### src/rtl/an_tx_balance_seq_pkg.sv
// Shared types and helpers for the AN_TX balance sequencer.
// Latency: n/a (types, constants and constant functions only).
// Backpressure: n/a.
package an_tx_balance_seq_pkg;

  // Sweep sequencer states
  typedef enum logic [2:0] {
    ST_IDLE   = 3'd0,
    ST_RUN_UP = 3'd1,
    ST_RUN_DN = 3'd2,
    ST_HOLD_U = 3'd3,
    ST_HOLD_D = 3'd4
  } seq_st_t;

  // Ceiling log2; counters that must hold 0..N are sized f_log2(N+1)
  function automatic int f_log2(input int n);
    int r;
    r = 0;
    while ((1 << r) < n) begin
      r = r + 1;
    end
    return r;
  endfunction

  // Milliseconds to clock cycles for a clock of fs_hz
  function automatic int f_ms2ck(input int fs_hz, input int ms);
    return (fs_hz / 1000) * ms;
  endfunction

endpackage

### src/rtl/an_tx_balance_seq_psw_debounce.sv
// Push-switch conditioner: 2-FF sync, stability filter, one-cycle pulse on filtered rise.
// Latency: PRESS is asserted 2 + N_DEB cycles after a clean input rising edge.
// Backpressure: none; the pulse is single-cycle and is not held for the consumer.
module an_tx_balance_seq_psw_debounce
  import an_tx_balance_seq_pkg::*;
#(
  parameter int N_DEB = 4
) (
  input  logic i_clk,
  input  logic i_rst,
  input  logic i_async,
  output logic o_press
);

  localparam int                W_DEB  = f_log2(N_DEB + 1);
  localparam logic [W_DEB-1:0]  C_LAST = W_DEB'(N_DEB - 1);
  localparam logic [W_DEB-1:0]  C_ONE  = W_DEB'(1);

  logic             r_s1;
  logic             r_s2;
  logic             r_level;
  logic             r_press;
  logic [W_DEB-1:0] r_cnt;
  logic             w_done;

  // The synced input has differed from the filtered level for N_DEB cycles in a row
  assign w_done = (r_s2 != r_level) && (r_cnt == C_LAST);

  // Two-stage synchroniser for the asynchronous, bouncing switch
  always_ff @(posedge i_clk or posedge i_rst) begin
    if (i_rst) begin
      r_s1 <= 1'b0;
      r_s2 <= 1'b0;
    end else begin
      r_s1 <= i_async;
      r_s2 <= r_s1;
    end
  end

  // Stability counter; any glitch back to the current level restarts the count
  always_ff @(posedge i_clk or posedge i_rst) begin
    if (i_rst) begin
      r_cnt   <= '0;
      r_level <= 1'b0;
      r_press <= 1'b0;
    end else begin
      r_press <= w_done && r_s2;
      if (r_s2 == r_level) begin
        r_cnt <= '0;
      end else if (w_done) begin
        r_level <= r_s2;
        r_cnt   <= '0;
      end else begin
        r_cnt <= r_cnt + C_ONE;
      end
    end
  end

  assign o_press = r_press;

endmodule

### src/rtl/an_tx_balance_seq.sv
// Triangle-sweep sequencer for AN_TX bus balance, push-switch start/pause, JTAG override.
// Latency: code and STEP_o change together one cycle after the step decision; override 3 cycles after OVR_i.
// Backpressure: none; free-running, the consumer samples the code level directly.
module an_tx_balance_seq
  import an_tx_balance_seq_pkg::*;
#(
  parameter int C_CK_Fs         = 135_000_000,
  parameter int C_BAL_W         = 6,
  parameter int C_DWELL_MS      = 500,
  parameter int C_DEB_MS        = 10,
  parameter int C_SIM_DWELL_CKN = 0,
  parameter int C_SIM_DEB_CKN   = 0
) (
  input  logic               CK_i,
  input  logic               ARST_i,
  input  logic               PSW_i,
  input  logic               OVR_i,
  input  logic [C_BAL_W-1:0] OVR_BALs_i,
  output logic [C_BAL_W-1:0] BUS_BALANCEs_o,
  output logic               RUN_o,
  output logic               STEP_o,
  output logic               OVR_ACT_o
);

  localparam int N_DEB = (C_SIM_DEB_CKN != 0) ? C_SIM_DEB_CKN : f_ms2ck(C_CK_Fs, C_DEB_MS);
  localparam int N_DW  = (C_SIM_DWELL_CKN != 0) ? C_SIM_DWELL_CKN : f_ms2ck(C_CK_Fs, C_DWELL_MS);
  localparam int W_DW  = f_log2(N_DW + 1);

  localparam logic [W_DW-1:0]    C_DW_LAST = W_DW'(N_DW - 1);
  localparam logic [W_DW-1:0]    C_DW_ONE  = W_DW'(1);
  localparam logic [C_BAL_W-1:0] C_MAX     = '1;
  localparam logic [C_BAL_W-1:0] C_ONE     = C_BAL_W'(1);

  seq_st_t              r_state;
  logic [C_BAL_W-1:0]   r_seq;
  logic [W_DW-1:0]      r_dw_cnt;
  logic                 r_step;
  logic                 r_run;
  logic                 r_ovr_act;
  logic [C_BAL_W-1:0]   r_bal;
  logic                 r_ovr_s1;
  logic                 r_ovr_s2;

  seq_st_t              w_state_nxt;
  logic [C_BAL_W-1:0]   w_seq_nxt;
  logic [W_DW-1:0]      w_dw_nxt;
  logic                 w_step_nxt;
  logic                 w_press;
  logic                 w_ovr;
  logic                 w_dw_end;

  an_tx_balance_seq_psw_debounce #(
    .N_DEB (N_DEB)
  ) u_psw_deb (
    .i_clk   (CK_i),
    .i_rst   (ARST_i),
    .i_async (PSW_i),
    .o_press (w_press)
  );

  // Override enable is only resynchronised; the override code is quasi-static
  always_ff @(posedge CK_i or posedge ARST_i) begin
    if (ARST_i) begin
      r_ovr_s1 <= 1'b0;
      r_ovr_s2 <= 1'b0;
    end else begin
      r_ovr_s1 <= OVR_i;
      r_ovr_s2 <= r_ovr_s1;
    end
  end

  assign w_ovr    = r_ovr_s2;
  assign w_dw_end = (r_dw_cnt == C_DW_LAST);

  // Next-state: override freezes everything; a press outranks a dwell expiry
  always_comb begin
    w_state_nxt = r_state;
    w_seq_nxt   = r_seq;
    w_dw_nxt    = r_dw_cnt;
    w_step_nxt  = 1'b0;
    if (!w_ovr) begin
      case (r_state)
        ST_IDLE: begin
          if (w_press) begin
            w_state_nxt = ST_RUN_UP;
            w_seq_nxt   = '0;
            w_dw_nxt    = '0;
            w_step_nxt  = 1'b1;
          end
        end
        ST_RUN_UP: begin
          if (w_press) begin
            w_state_nxt = ST_HOLD_U;
          end else if (w_dw_end) begin
            w_dw_nxt   = '0;
            w_step_nxt = 1'b1;
            if (r_seq == C_MAX) begin
              w_state_nxt = ST_RUN_DN;
              w_seq_nxt   = C_MAX - C_ONE;
            end else begin
              w_seq_nxt = r_seq + C_ONE;
            end
          end else begin
            w_dw_nxt = r_dw_cnt + C_DW_ONE;
          end
        end
        ST_RUN_DN: begin
          if (w_press) begin
            w_state_nxt = ST_HOLD_D;
          end else if (w_dw_end) begin
            w_dw_nxt   = '0;
            w_step_nxt = 1'b1;
            if (r_seq == '0) begin
              w_state_nxt = ST_RUN_UP;
              w_seq_nxt   = C_ONE;
            end else begin
              w_seq_nxt = r_seq - C_ONE;
            end
          end else begin
            w_dw_nxt = r_dw_cnt + C_DW_ONE;
          end
        end
        ST_HOLD_U: begin
          if (w_press) begin
            w_state_nxt = ST_RUN_UP;
            w_dw_nxt    = '0;
          end
        end
        ST_HOLD_D: begin
          if (w_press) begin
            w_state_nxt = ST_RUN_DN;
            w_dw_nxt    = '0;
          end
        end
        default: begin
          w_state_nxt = ST_IDLE;
          w_seq_nxt   = C_MAX;
          w_dw_nxt    = '0;
        end
      endcase
    end
  end

  // State and output registers; code output is taken from next-SEQ so it aligns with STEP_o
  always_ff @(posedge CK_i or posedge ARST_i) begin
    if (ARST_i) begin
      r_state   <= ST_IDLE;
      r_seq     <= C_MAX;
      r_dw_cnt  <= '0;
      r_step    <= 1'b0;
      r_run     <= 1'b0;
      r_ovr_act <= 1'b0;
      r_bal     <= C_MAX;
    end else begin
      r_state   <= w_state_nxt;
      r_seq     <= w_seq_nxt;
      r_dw_cnt  <= w_dw_nxt;
      r_step    <= w_step_nxt;
      r_run     <= (w_state_nxt == ST_RUN_UP) || (w_state_nxt == ST_RUN_DN);
      r_ovr_act <= w_ovr;
      r_bal     <= w_ovr ? OVR_BALs_i : w_seq_nxt;
    end
  end

  assign BUS_BALANCEs_o = r_bal;
  assign RUN_o          = r_run;
  assign STEP_o         = r_step;
  assign OVR_ACT_o      = r_ovr_act;

endmodule

### config.mk
export PLATFORM = sky130hd
export DESIGN_NAME = an_tx_balance_seq
export DESIGN_NICKNAME = d
export VERILOG_FILES = /design/src/rtl/an_tx_balance_seq_pkg.sv /design/src/rtl/an_tx_balance_seq_psw_debounce.sv /design/src/rtl/an_tx_balance_seq.sv
export SDC_FILE = /design/constraint.sdc
export NUM_CORES = 1
export LEC_CHECK = 0
export ABC_AREA = 1
export CAP_MARGIN = 10
export CORE_UTILIZATION = 55
export DETAILED_ROUTE_END_ITERATION = 16
export PLACE_DENSITY = 0.71
export SLEW_MARGIN = 10
export SYNTH_ARGS = -nofsm -noshare
export SYNTH_HDL_FRONTEND = slang
export SYNTH_SLANG_ARGS = --single-unit
### constraint.sdc
create_clock -name CK_i -period 3.6 [get_ports CK_i]
set_input_delay 1.08 -clock CK_i [delete_from_list [all_inputs] [get_ports CK_i]]
set_output_delay 1.08 -clock CK_i [all_outputs]
set_load 0.03 [all_outputs]
# After elaboration in Yosys (flattened, before gate mapping)
# Cells that the tools add are included.
# classes
order_cmp	0
eq_ne	13
reduce_logical	11
n_bitwise	2
mul	0
n_div	0
shift	0
add_sub_neg	4
n_mux	31
# op_table
cell	count
two-way mux 27 bit	3
two-way mux 6 bit	9
one-hot mux 27 bit (2 select lines)	1
two-way mux 21 bit	2
adder 27 x 1 -> 27 bit, second input constant	1
== test 27 bit, second input constant	1
two-way mux 3 bit	9
one-hot mux 6 bit (4 select lines)	1
adder 21 x 1 -> 21 bit, second input constant	1
== test 21 bit, second input constant	1
one-hot mux 3 bit (4 select lines)	1
== test 3 x 2 -> 1 bit, second input constant	3
adder 6 x 1 -> 6 bit, second input constant	1
== test 3 x 1 -> 1 bit, second input constant	2
== test 6 bit, second input constant	1
zero test 6 bit	1
OR reduction 2 bit	3
subtractor 6 x 1 -> 6 bit, second input constant	1
two-way mux 1 bit	4
== test 3 bit, second input constant	1
zero test 3 bit	1
AND reduction 3 bit	1
OR reduction 3 bit	1
logical AND 1 bit	2
8 further kinds	9
# totals
rom_bits	0
regBits	72
wordCells	75
ram_bits	0
out_inout_bits	9
in_bits	10
latchBits	0
memories	0

# Longest topological paths before layout
# logic_depth
word_depth	8
depth_mapped	14
ltp_nobuf	14

# By module
# From an unflattened synthesis, not the netlist that was laid out.
# hier_totals
hier_cells	609
hier_area_um2	4369.2
# by_module_without_submodules
module	seq_area_each_um2	area_each_um2	cells_each	n_inst
an_tx_balance_seq	1191.1	2954.1	411	1
an_tx_balance_seq_psw_debounce	625.6	1415.1	198	1

# Worst setup path before layout
# Ideal clock, no wire load.
# synth_timing
path_type	flip-flop to flip-flop
start	register r_dw_cnt[0]
end	register r_dw_cnt[15]
required_time_ns	3.481
stages_incl_launch_ff	14
setup_slack_ns	1.850
t_arrival_ns	1.631
setup_time_ns	0.119
path_buffers	0
path_cell_list	dfrtp_1 > ha_1 > nand2_1 > nor2_1 > nand2_1 > nor2_1 > nand2_1 > nand2_1 > inv_2 > nor2_4 > inv_2 > o21ai_2 > o21ai_1 > o21a_1
# synth_between
elab_chain_cells	4
elab_cells_between_ends	5
cone_classes	add/sub (1); eq/ne (1); mux (3)
# synth_rtl
element	line	text
start, declared	an_tx_balance_seq.sv:36	logic [W_DW-1:0] r_dw_cnt;
start signal, assigned	an_tx_balance_seq.sv:157	r_dw_cnt <= w_dw_nxt;
adder 27 x 1 -> 27 bit / == test 27 bit (equally long branches)	an_tx_balance_seq.sv:104, an_tx_balance_seq.sv:120, an_tx_balance_seq.sv:73	
two-way mux 27 bit *	an_tx_balance_seq.sv:94, an_tx_balance_seq.sv:110	
two-way mux 27 bit *	an_tx_balance_seq.sv:92	if (w_press) begin
one-hot mux 27 bit (2 select lines) *	an_tx_balance_seq.sv:82	case (r_state)
# Every way passes the cells marked *; elsewhere a longest branch is shown, timed or not. The select of a mux whose other input is x is not followed.
# A chain may end at the register's enable or synchronous reset.

# Final worst setup path
# layout_timing
start	register r_bal[4], in the netlist BUS_BALANCEs_o[4]
end	output BUS_BALANCEs_o[4]
# layout_rtl
element	line	text
start, declared	an_tx_balance_seq.sv:40	logic [C_BAL_W-1:0] r_bal;
start signal, assigned	an_tx_balance_seq.sv:161	r_bal <= w_ovr ? OVR_BALs_i : w_seq_nxt;
end, declared	an_tx_balance_seq.sv:19	output logic [C_BAL_W-1:0] BUS_BALANCEs_o,
# No word-level cell between the ends.

==> metrics.yaml <==
outcome: "finished clean"
maxCapViolations: 0
syn_area_um2: 4295
postSynthNetCount: 590
buffer_ports.inserted: 18
grt_start_max_net_pins: 46
critPathBufInv: 1
vias_per_cell: 5.690
later_pin_clock_latency_in_the_skew_report_ns: 0.35
path_delay_family: "buffers and inverters"
postCtsResizedCells: 0
final-setup-viol-count: 0
area_of_the_die_um2: 8167
die_height_um: 90.37
timing.final.max_slew_violations: 0
worstMarginPinSlew_ns: 0.5853
power.density_nw_per_um2: 319.4
groute.usage.overall: 0.2553
routed_wirelength_mm: 9.873
grt_pass1_wl_mm: 16.87
number_of_clock_sinks_seen_by_cts: 72
ant_nets: 0
post-route-util: 0.6423
crit_path_cells: "clkdlybuf4s50_1"
arr_time_crit_path_ns: 1.53
drt_first_pass_iters: 5
routedWlPerCell_um: 14.10
layout-area-overhead-vs-synth_pct: 10.78
static-leakage-power_nw: 2.025
finalSetupTns_ns: 0
setup_repair_after_global_routing_missed_its_margin: "false"
vias: 3983
min_from: "u_psw_deb.r_s1"
ioPinCount: 19
finalNetCount: 611
worst-r2r-cell-count: 7
cts.clk_slew.worst_paths_ns: 0.09
htree_levels: 3
critPathRequiredTime_ns: 2.52
post_cts.repair.setup_buffers: 0
final_layout_size_suffix_gt1_frac: 0.1131
fin_crit_ns: 2.611
number_of_placed_instances_with_taps_included: 684
die_width_um: 90.37
r2r-start: "r_ovr_s2"
numCtsBuffers: 9
syn_avg_cell_area_um2: 7.470
worstSetupPathType: "register to output port"
final-hold-violation-count: 0
first_global_vias: 3737
reg2reg_slack_ns: 1.03
sequential_share_of_the_synthesized_area: 0.4230
post_synth_num_cell_types: 42
critical_path.max_fanout: 1
dr.first_iter.drc_count: 259
endpoint_type_of_the_worst_setup_path: "output port"
synth_warn: 0
clock_tree_from_tritoncts: "yes"
drc_errors: 0
min_to: "u_psw_deb.r_s2"
netlist_instances: 575
antenna_cells: 0
hold_class: "register to register"
max-clock-path-buffers: 2
crit_path_max_incr_delay_ns: 0.66
dp.final_hpwl_mm: 7.392
clock-root-buffer: "clkbuf_8"
hold_buffers: 0
globalplace.congestion: 0.9476
fill_cell_total_of_the_finished_layout: 675
timing.clock.skew_ns: 0.009281
final.period_utilization: 0.7253
grt_antenna_before_repair: 0
core_area_um2: 7408
floorplan.initialDensity: 0.5798
grt_overflow_total: 0
final_cell_count_no_fill: 700
worst_setup_path_start_kind: "register"
max_slew_margin: 0.6092
ys_seq_elements: 72
peakVddDrop_v: 0.0001946
fmax_mhz: 383.0
worstReg2RegEnd: "r_dw_cnt[15]"
hold-worst-slack_ns: 0.3576
critPathSlowestCell: "clkdlybuf4s50_1"
rows: 31
worst_hold_path.num_cells: 0
==> where the power goes <==
group          switching, mW  total (mW)  internal, mW
sequential           0.00950       0.831         0.822
combinational         0.0530      0.0814        0.0284
clock                  0.344       0.607         0.263
==> cells in the mapped netlist (all sizes together) <==
library cell / count / area, um^2
nand2: 125 / 481.7
inv: 80 / 300.3
nor2: 74 / 295.3
dfrtp: 60 / 1501
nand3: 36 / 195.2
nor3: 36 / 220.2
o21ai: 30 / 153.9
nand4: 28 / 175.2
a21oi: 26 / 130.1
xor2: 17 / 148.9
nor4: 13 / 87.58
dfstp: 12 / 315.3
buf: 6 / 35.03
ha: 5 / 62.56
clkbuf: 3 / 11.26
o22ai: 3 / 18.77
or2: 3 / 18.77
xnor2: 3 / 26.28
nor3b: 2 / 15.01
o21a: 2 / 15.01
o221a: 2 / 22.52
a221oi: 1 / 8.760
a22o: 1 / 8.760
a22oi: 1 / 7.510
a2bb2oi: 1 / 8.760
a31oi: 1 / 6.260
and2: 1 / 6.260
clkinv: 1 / 3.750
o211ai: 1 / 7.510
o31ai: 1 / 7.510
==> layout make-up <==
type / instances / area [um^2] / share of cell area
sequential: 72 / 1817 / 0.3818
timing repair buffer: 19 / 200.2 / 0.04207
clock inverter: 7 / 61.31 / 0.01288
inverter: 81 / 304.0 / 0.06390
tap: 99 / 123.9 / 0.02603
clock buffer: 9 / 123.9 / 0.02603
multi-input combinational: 413 / 2128 / 0.4473
==> layout by cell type (no fill, tap or decap), drive strengths merged, types with 5 or more instances in the layout <==
cell	instances
dfstp	12
clkbuf	9
nand4	28
inv	84
nor4	13
nand3	36
xor2	17
nor3	36
o21ai	30
clkdlybuf4s50	18
a21oi	26
nor2	74
dfrtp	60
ha	5
nand2	125
==> per-layer routing <==
layer	track usage	wire, um	up-vias	part of all wire
met2	0.4211	4722	125	0.48
met1	0.3396	4530	1891	0.46
li1	-	-	1948	-
met5	0	0	-	0
met3	0.03030	436	19	0.044
met4	0.1116	184	0	0.019
==> logic make-up (layout without fill, tap and decap cells) <==
| logic type | count (synthesis) | in the layout | share of synthesized area |
|---|---|---|---|
| flip-flops | 72 | 72 | 0.4230 |
| XOR/XNOR | 20 | 20 | 0.04078 |
| AND/OR/NAND/NOR | 318 | 318 | 0.3481 |
| adder cells (fa/ha/maj) | 5 | 5 | 0.01456 |
| AO/OA/AOI/OAI | 70 | 70 | 0.09205 |
| buffers and inverters | 90 | 116 | 0.08156 |
==> state kept, by name, summed over array words and instances, names as in the netlist, 3 cells and up <==
signal,cells
BUS_BALANCEs_o,6
r_dw_cnt,27
r_seq,6
r_state,3
u_psw_deb.r_cnt,21
==> stage by stage <==
stage          power, mW  area, um^2  setup WS (ns)
2_1_floorplan     0.8957        4295         0.7149
3_3_place_gp      0.9278        4573          1.170
4_1_cts            1.540        4758         0.9692
3_5_place_dp      0.9289        4573          1.130
6_report           1.520        4758         0.9891
5_1_grt            1.585        4758         0.8721
==> worst max-delay path by stage <==
stage,depth (start not counted),end,start
after floorplan,1,OVR_ACT_o,ARST_i
after global placement,7,r_dw_cnt[15],r_ovr_s2
after detailed placement,7,r_dw_cnt[15],r_ovr_s2
after CTS,1,BUS_BALANCEs_o[4],BUS_BALANCEs_o[4]
after global routing,7,r_dw_cnt[15],r_ovr_s2
final,1,BUS_BALANCEs_o[4],BUS_BALANCEs_o[4]
Power figures use the tool's default switching activity.
